--- src/rtl/debounce_multi_if.sv ---
// ============================================================================
// Module   : debounce_multi_if
// Brief    : Per-channel raw-input / debounced-status bundle for debounce_multi.
// Revision : 1.0 - initial release
// ============================================================================
`default_nettype none

interface debounce_multi_if #(
    parameter int N_CH = 4
);
    logic [N_CH-1:0] bouncey_in;
    logic [N_CH-1:0] clean_out;
    logic [N_CH-1:0] busy_out;
    logic [N_CH-1:0] rise_out;
    logic [N_CH-1:0] fall_out;

    modport master (
        output bouncey_in,
        input  clean_out,
        input  busy_out,
        input  rise_out,
        input  fall_out
    );

    modport slave (
        input  bouncey_in,
        output clean_out,
        output busy_out,
        output rise_out,
        output fall_out
    );
endinterface

`default_nettype wire

--- src/rtl/debounce_multi.sv ---
// ============================================================================
// Module   : debounce_multi
// Brief    : N-channel switch debouncer, 2-flop sync + stability counter per
//            channel. Define DEBOUNCE_EDGE_EN for registered rise/fall pulses.
// Revision : 1.0 - initial release
// ============================================================================
`default_nettype none

module debounce_multi #(
    parameter int   N_CH          = 4,
    parameter int   STABLE_CYCLES = 1_000_000,
    parameter logic RST_VAL       = 1'b0
) (
    input  wire logic       clk_in,
    input  wire logic       rst_in,
    debounce_multi_if.slave bus
);

    localparam int CNT_W = $clog2(STABLE_CYCLES + 1);
    localparam logic [CNT_W-1:0] c_CNT_MAX = CNT_W'(STABLE_CYCLES - 1);

    typedef enum logic [0:0] {
        ST_STABLE   = 1'b0,
        ST_SETTLING = 1'b1
    } state_t;

    if (STABLE_CYCLES < 1) begin : g_bad_stable
        $error("debounce_multi: STABLE_CYCLES must be >= 1");
    end
    if (N_CH < 1) begin : g_bad_nch
        $error("debounce_multi: N_CH must be >= 1");
    end

    logic [N_CH-1:0] r_sync1;
    logic [N_CH-1:0] r_sync2;
    logic [N_CH-1:0] r_clean;
    logic [N_CH-1:0] w_commit;
    logic [N_CH-1:0] w_busy;

    always_ff @(posedge clk_in or posedge rst_in) begin
        if (rst_in) begin
            r_sync1 <= {N_CH{RST_VAL}};
            r_sync2 <= {N_CH{RST_VAL}};
            r_clean <= {N_CH{RST_VAL}};
        end else begin
            r_sync1 <= bus.bouncey_in;
            r_sync2 <= r_sync1;
            // A commit only ever fires when sync differs from clean, so toggling is exact.
            r_clean <= r_clean ^ w_commit;
        end
    end

    for (genvar i = 0; i < N_CH; i++) begin : g_ch
        state_t           r_state;
        state_t           w_state_nxt;
        logic [CNT_W-1:0] r_cnt;
        logic [CNT_W-1:0] w_cnt_nxt;
        logic             w_diff;
        logic             w_commit_ch;

        assign w_diff = r_sync2[i] ^ r_clean[i];

        always_ff @(posedge clk_in or posedge rst_in) begin
            if (rst_in) begin
                r_state <= ST_STABLE;
                r_cnt   <= '0;
            end else begin
                r_state <= w_state_nxt;
                r_cnt   <= w_cnt_nxt;
            end
        end

        always_comb begin
            w_state_nxt = r_state;
            w_cnt_nxt   = r_cnt;
            w_commit_ch = 1'b0;
            case (r_state)
                ST_STABLE: begin
                    if (w_diff) begin
                        // With STABLE_CYCLES == 1 the limit is zero and the first mismatch commits.
                        if (r_cnt == c_CNT_MAX) begin
                            w_commit_ch = 1'b1;
                            w_cnt_nxt   = '0;
                        end else begin
                            w_state_nxt = ST_SETTLING;
                            w_cnt_nxt   = r_cnt + CNT_W'(1);
                        end
                    end
                end
                ST_SETTLING: begin
                    if (!w_diff) begin
                        w_state_nxt = ST_STABLE;
                        w_cnt_nxt   = '0;
                    end else if (r_cnt == c_CNT_MAX) begin
                        w_commit_ch = 1'b1;
                        w_state_nxt = ST_STABLE;
                        w_cnt_nxt   = '0;
                    end else begin
                        w_cnt_nxt   = r_cnt + CNT_W'(1);
                    end
                end
                default: begin
                    w_state_nxt = ST_STABLE;
                    w_cnt_nxt   = '0;
                end
            endcase
        end

        assign w_commit[i] = w_commit_ch;
        assign w_busy[i]   = (r_cnt != '0);
    end

    assign bus.clean_out = r_clean;
    assign bus.busy_out  = w_busy;

`ifdef DEBOUNCE_EDGE_EN
    logic [N_CH-1:0] r_rise;
    logic [N_CH-1:0] r_fall;

    always_ff @(posedge clk_in or posedge rst_in) begin
        if (rst_in) begin
            r_rise <= '0;
            r_fall <= '0;
        end else begin
            r_rise <= w_commit & r_sync2;
            r_fall <= w_commit & ~r_sync2;
        end
    end

    assign bus.rise_out = r_rise;
    assign bus.fall_out = r_fall;
`else
    assign bus.rise_out = '0;
    assign bus.fall_out = '0;
`endif

endmodule

`default_nettype wire
--- src/flat_wrapper.sv ---
// flat-port wrapper written by rule: the top's interface ports become plain ports
module debounce_multi_flat 
#(
    parameter int   N_CH          = 4,
    parameter int   STABLE_CYCLES = 1_000_000,
    parameter logic RST_VAL       = 1'b0
)
  (clk_in, rst_in, bus_bouncey_in, bus_clean_out, bus_busy_out, bus_rise_out, bus_fall_out);
  debounce_multi_if #(.N_CH(N_CH)) bus_i ();
  input  wire logic clk_in;
  input  wire logic rst_in;
  input wire logic [$bits(bus_i.bouncey_in)-1:0] bus_bouncey_in;
  output wire logic [$bits(bus_i.clean_out)-1:0] bus_clean_out;
  output wire logic [$bits(bus_i.busy_out)-1:0] bus_busy_out;
  output wire logic [$bits(bus_i.rise_out)-1:0] bus_rise_out;
  output wire logic [$bits(bus_i.fall_out)-1:0] bus_fall_out;
  assign bus_i.bouncey_in = bus_bouncey_in;
  assign bus_clean_out = bus_i.clean_out;
  assign bus_busy_out = bus_i.busy_out;
  assign bus_rise_out = bus_i.rise_out;
  assign bus_fall_out = bus_i.fall_out;
  debounce_multi #(.N_CH(N_CH), .STABLE_CYCLES(STABLE_CYCLES), .RST_VAL(RST_VAL)) u_core (.clk_in(clk_in), .rst_in(rst_in), .bus(bus_i));
endmodule
--- config.mk ---
export PLATFORM = sky130hd
export DESIGN_NAME = debounce_multi_flat
export DESIGN_NICKNAME = d
export VERILOG_FILES = /design/src/rtl/debounce_multi_if.sv /design/src/rtl/debounce_multi.sv /design/src/flat_wrapper.sv
export SDC_FILE = /design/constraint.sdc
export NUM_CORES = 1
export LEC_CHECK = 0
export CAP_MARGIN = 20
export CORE_ASPECT_RATIO = 2
export CORE_UTILIZATION = 50
export CTS_BUF_LIST = sky130_fd_sc_hd__clkbuf_4 sky130_fd_sc_hd__clkbuf_8
export DETAILED_ROUTE_END_ITERATION = 6
export PLACE_DENSITY = 0.78
export SYNTH_ARGS = -nofsm -noshare
export SYNTH_HDL_FRONTEND = slang
export SYNTH_SLANG_ARGS = --single-unit
--- constraint.sdc ---
create_clock -name clk_in -period 3.65 [get_ports clk_in]
set_input_delay 0.5475 -clock clk_in [delete_from_list [all_inputs] [get_ports clk_in]]
set_output_delay 0.5475 -clock clk_in [all_outputs]
set_load 0.005 [all_outputs]
==> flow_results.xml <==
<?xml version="1.0" encoding="UTF-8"?>
<metrics>
  <group name="outcome">
    <metric name="run_status" unit="">finished, violations left</metric>
    <metric name="failed_checks" unit="">DRC</metric>
  </group>
  <group name="synthesis">
    <metric name="post_synth_num_cell_types" unit="">48</metric>
    <metric name="netlist_area" unit="sq um">5260</metric>
    <metric name="synth_flop_cell" unit="">sky130_fd_sc_hd__dfrtp_1</metric>
    <metric name="synth.avg_cell_area" unit="sq um">9.03</metric>
    <metric name="ys_top_cells_by_area" unit="">sky130_fd_sc_hd__dfrtp_1 46%, sky130_fd_sc_hd__o21ai_0 5.0%, sky130_fd_sc_hd__nand2_1 4.9%, sky130_fd_sc_hd__nand3_1 4.2%, sky130_fd_sc_hd__a31oi_1 4.0%</metric>
    <metric name="synth-warning-count" unit="">0</metric>
    <metric name="synth_sequential_area_ratio" unit="%">45.7</metric>
    <metric name="synth_edf_count" unit="">0</metric>
    <metric name="synth_top_area_share" unit="%">45.7</metric>
    <metric name="postSynthRegisterBits" unit="">96</metric>
    <metric name="synth_area_leader_cell" unit="">sky130_fd_sc_hd__dfrtp_1</metric>
    <metric name="async_reset_ff_share" unit="%">100</metric>
    <metric name="synthCells" unit="">582</metric>
  </group>
  <group name="clock_tree">
    <metric name="clkSlewWorstSetupHoldPaths" unit="ns">0.10</metric>
    <metric name="clock_sink_count" unit="">96</metric>
    <metric name="cts.path.max_buffers" unit="">2</metric>
    <metric name="cts-hold-fix-buffers" unit="">0</metric>
    <metric name="cts_root_buf" unit="">sky130_fd_sc_hd__clkbuf_8</metric>
    <metric name="tritoncts" unit="">built</metric>
    <metric name="ctsHtreeMaxLevel" unit="">3</metric>
    <metric name="clock_latency" unit="ns">0.38</metric>
    <metric name="numCtsBuffers" unit="">9</metric>
    <metric name="post_cts_resize_count" unit="">0</metric>
    <metric name="post_cts.repair.setup_buffers" unit="">0</metric>
  </group>
  <group name="place">
    <metric name="detailedPlacementHpwl" unit="mm">8.19</metric>
    <metric name="gp_routability_congestion" unit="">0.862</metric>
    <metric name="port_buffers" unit="">13</metric>
    <metric name="pre_cts_ws" unit="ns">1.24</metric>
  </group>
  <group name="die">
    <metric name="fp.dieArea" unit="sq um">10900</metric>
    <metric name="chipWidth" unit="um">74.5</metric>
    <metric name="core_box_area" unit="sq um">10100</metric>
    <metric name="floorplan.rows" unit="">52</metric>
    <metric name="die_h" unit="um">147</metric>
    <metric name="initial_core_util" unit="%">51.8</metric>
    <metric name="io_pins" unit="">22</metric>
  </group>
  <group name="finish">
    <metric name="mostFrequentLayoutCell" unit="">sky130_fd_sc_hd__dfrtp_1</metric>
    <metric name="commonest_non_fill_non_tap_cells_in_the_layout" unit="">96 x sky130_fd_sc_hd__dfrtp_1, 68 x sky130_fd_sc_hd__nand2_1, 53 x sky130_fd_sc_hd__o21ai_0</metric>
    <metric name="synthToLayoutAreaGrowth" unit="%">6.81</metric>
    <metric name="finalNetCount" unit="">598</metric>
    <metric name="multiInputGateArea" unit="sq um">2590</metric>
    <metric name="num-fill-cells" unit="">928</metric>
    <metric name="sequential_cell_area" unit="sq um">2400</metric>
    <metric name="antenna-diode-count" unit="">0</metric>
    <metric name="final_layout_size_suffix_gt1_share" unit="%">5.94</metric>
    <metric name="fin_util" unit="%">55.3</metric>
  </group>
  <group name="sta">
    <metric name="slew_headroom" unit="%">30.7</metric>
    <metric name="rsz0062_at_grt" unit="">false</metric>
    <metric name="period_needed" unit="ns">2.76</metric>
    <metric name="finalHoldViolCount" unit="">0</metric>
    <metric name="finalSetupTns" unit="ns">0</metric>
    <metric name="worstMarginPinSlew" unit="ns">1.04</metric>
    <metric name="fmaxAchievable" unit="MHz">362</metric>
    <metric name="fin_ws" unit="ns">0.890</metric>
    <metric name="final.period_utilization" unit="%">75.6</metric>
    <metric name="timing.final.max_slew_violations" unit="">0</metric>
    <metric name="setup-violations-final" unit="">0</metric>
    <metric name="timing.hold.ws" unit="ns">0.347</metric>
    <metric name="clock-skew-final" unit="ns">0.0126</metric>
  </group>
  <group name="detailed_routing">
    <metric name="detail-route-antenna-nets" unit="">0</metric>
    <metric name="wire_per_inst" unit="um">16.4</metric>
    <metric name="via_count" unit="">4516</metric>
    <metric name="vias_per_cell" unit="">6.24</metric>
    <metric name="route.detailed.drc" unit="">1</metric>
    <metric name="totalWireLength" unit="mm">11.9</metric>
    <metric name="drt_first_pass_iters" unit="">7</metric>
    <metric name="iter_0_drt_violations" unit="">405</metric>
  </group>
  <group name="grt">
    <metric name="via_count_of_the_first_global_routing_pass" unit="">4393</metric>
    <metric name="grt_antenna_before_repair" unit="">0</metric>
    <metric name="grt_max_degree" unit="">55</metric>
    <metric name="global_route.usage.total" unit="%">23.3</metric>
    <metric name="grt_pass1_wl" unit="mm">20.1</metric>
    <metric name="overflow" unit="">0</metric>
  </group>
  <group name="power_and_ir_drop">
    <metric name="power.ir.vdd_worst" unit="uV">264</metric>
    <metric name="power-per-cell-area" unit="nW/um^2">374</metric>
    <metric name="fin_total_pwr" unit="mW">2.10</metric>
    <metric name="power_leakage" unit="nW">2.33</metric>
  </group>
  <group name="min_path">
    <metric name="hold_path_class" unit="">flip-flop to flip-flop</metric>
  </group>
  <group name="critical_path">
    <metric name="critical_path_class" unit="">flip-flop to output pin</metric>
    <metric name="timing.critical_path.arrival" unit="ns">2.21</metric>
    <metric name="worst-endpoint-required" unit="ns">3.10</metric>
    <metric name="worstSetupStartpointType" unit="">flip-flop</metric>
    <metric name="worst_setup_path_end_kind" unit="">output pin</metric>
    <metric name="timing.critical_path.fanout_max" unit="">8</metric>
  </group>
  <group name="job">
    <metric name="max_cap_viol_count" unit="">0</metric>
  </group>
</metrics>
==> Yosys cell counts, types with 11 or more instances <==
library cell and instances:
sky130_fd_sc_hd__or3_1 13, sky130_fd_sc_hd__a21oi_1 33, sky130_fd_sc_hd__nor2_1 25, sky130_fd_sc_hd__inv_1 22, sky130_fd_sc_hd__nand2_1 68, sky130_fd_sc_hd__a31oi_1 34
sky130_fd_sc_hd__clkbuf_1 11, sky130_fd_sc_hd__nand3_1 44, sky130_fd_sc_hd__nor3_1 11, sky130_fd_sc_hd__dfrtp_1 96, sky130_fd_sc_hd__xor2_1 12, sky130_fd_sc_hd__nand4_1 20
sky130_fd_sc_hd__nand2b_1 12, sky130_fd_sc_hd__o21ai_0 53, sky130_fd_sc_hd__and3_1 11
==> per-stage QoR <==
step           cell area [sq um]  cells
3_5_place_dp                5410    708
2_1_floorplan               5280    589
6_report                    5610    724
4_1_cts                     5610    724
3_3_place_gp                5410    708
5_1_grt                     5610    724
==> state kept, by name (all words and copies together) (netlist names), named ones only <==
register and count:
u_core.r_sync1 4, u_core.r_sync2 4, u_core.g_ch.r_cnt 80, u_core.g_ch.r_state 4
==> per-layer routing <==
metal	track usage [%]	vias up	part of all wire (%)
li1	-	2128	-
met1	26.6	2202	38
met2	40.8	154	56
met3	4.18	32	4.0
met4	10.7	0	2.7
met5	0	-	0
==> kinds of logic after synthesis <==
family	after synthesis	synth area share, %
and+or+nand+nor	248	25.5
AOI/OAI and AO/OA	149	17.0
DFF	96	45.7
buffers and inverters	56	5.52
xor gates and xnor gates	18	3.00
adders and majority gates	8	1.90
muxes	6	1.24
other	1	0.0714
==> worst max-delay path, cell delays in order (launching register included) <==
cell and delay [ns]:
sky130_fd_sc_hd__dfrtp_1 0.46, sky130_fd_sc_hd__or4_1 0.59, sky130_fd_sc_hd__nor2_1 0.17, sky130_fd_sc_hd__nand4_1 0.14, sky130_fd_sc_hd__clkdlybuf4s50_1 0.48
==> cell type report <==
type                       instances  share of cell area, %
inverter                          26                   1.78
clock buffer                       9                   2.21
tap                              135                   3.01
timing repair buffer              14                   2.67
clock inverter                     7                   1.40
multi-input combinational        437                   46.1
sequential                        96                   42.8
==> where the power goes <==
group | total (mW) | internal [mW] | switching [mW]
combinational | 0.224 | 0.0960 | 0.128
clock | 0.717 | 0.324 | 0.394
sequential | 1.16 | 1.10 | 0.0566
==> worst paths after layout <==
| check | startpoint | endpoint | slack (ns) | cells after the start |
|---|---|---|---|---|
| min in group asynchronous | rst_in | u_core.g_ch[3].r_cnt[2]$_DFFE_PP0P_ | 0.58 | 2 |
| hold reg to reg | u_core.r_sync1[0]$_DFF_PP0_ | u_core.r_sync2[0]$_DFF_PP0_ | 0.35 | 0 |
| max in group asynchronous | rst_in | u_core.g_ch[3].r_cnt[1]$_DFFE_PP0P_ | 2.40 | 3 |
| setup reg to reg | u_core.g_ch[2].r_cnt[11]$_DFFE_PP0P_ | u_core.g_ch[2].r_cnt[3]$_DFFE_PP0P_ | 1.19 | 6 |
| hold / removal | u_core.r_sync1[0]$_DFF_PP0_ | u_core.r_sync2[0]$_DFF_PP0_ | 0.35 | 0 |
| setup / recovery | u_core.g_ch[2].r_cnt[12]$_DFFE_PP0P_ | bus_busy_out[2] | 0.89 | 4 |
No activity file was read; power rests on OpenSTA's default activity.
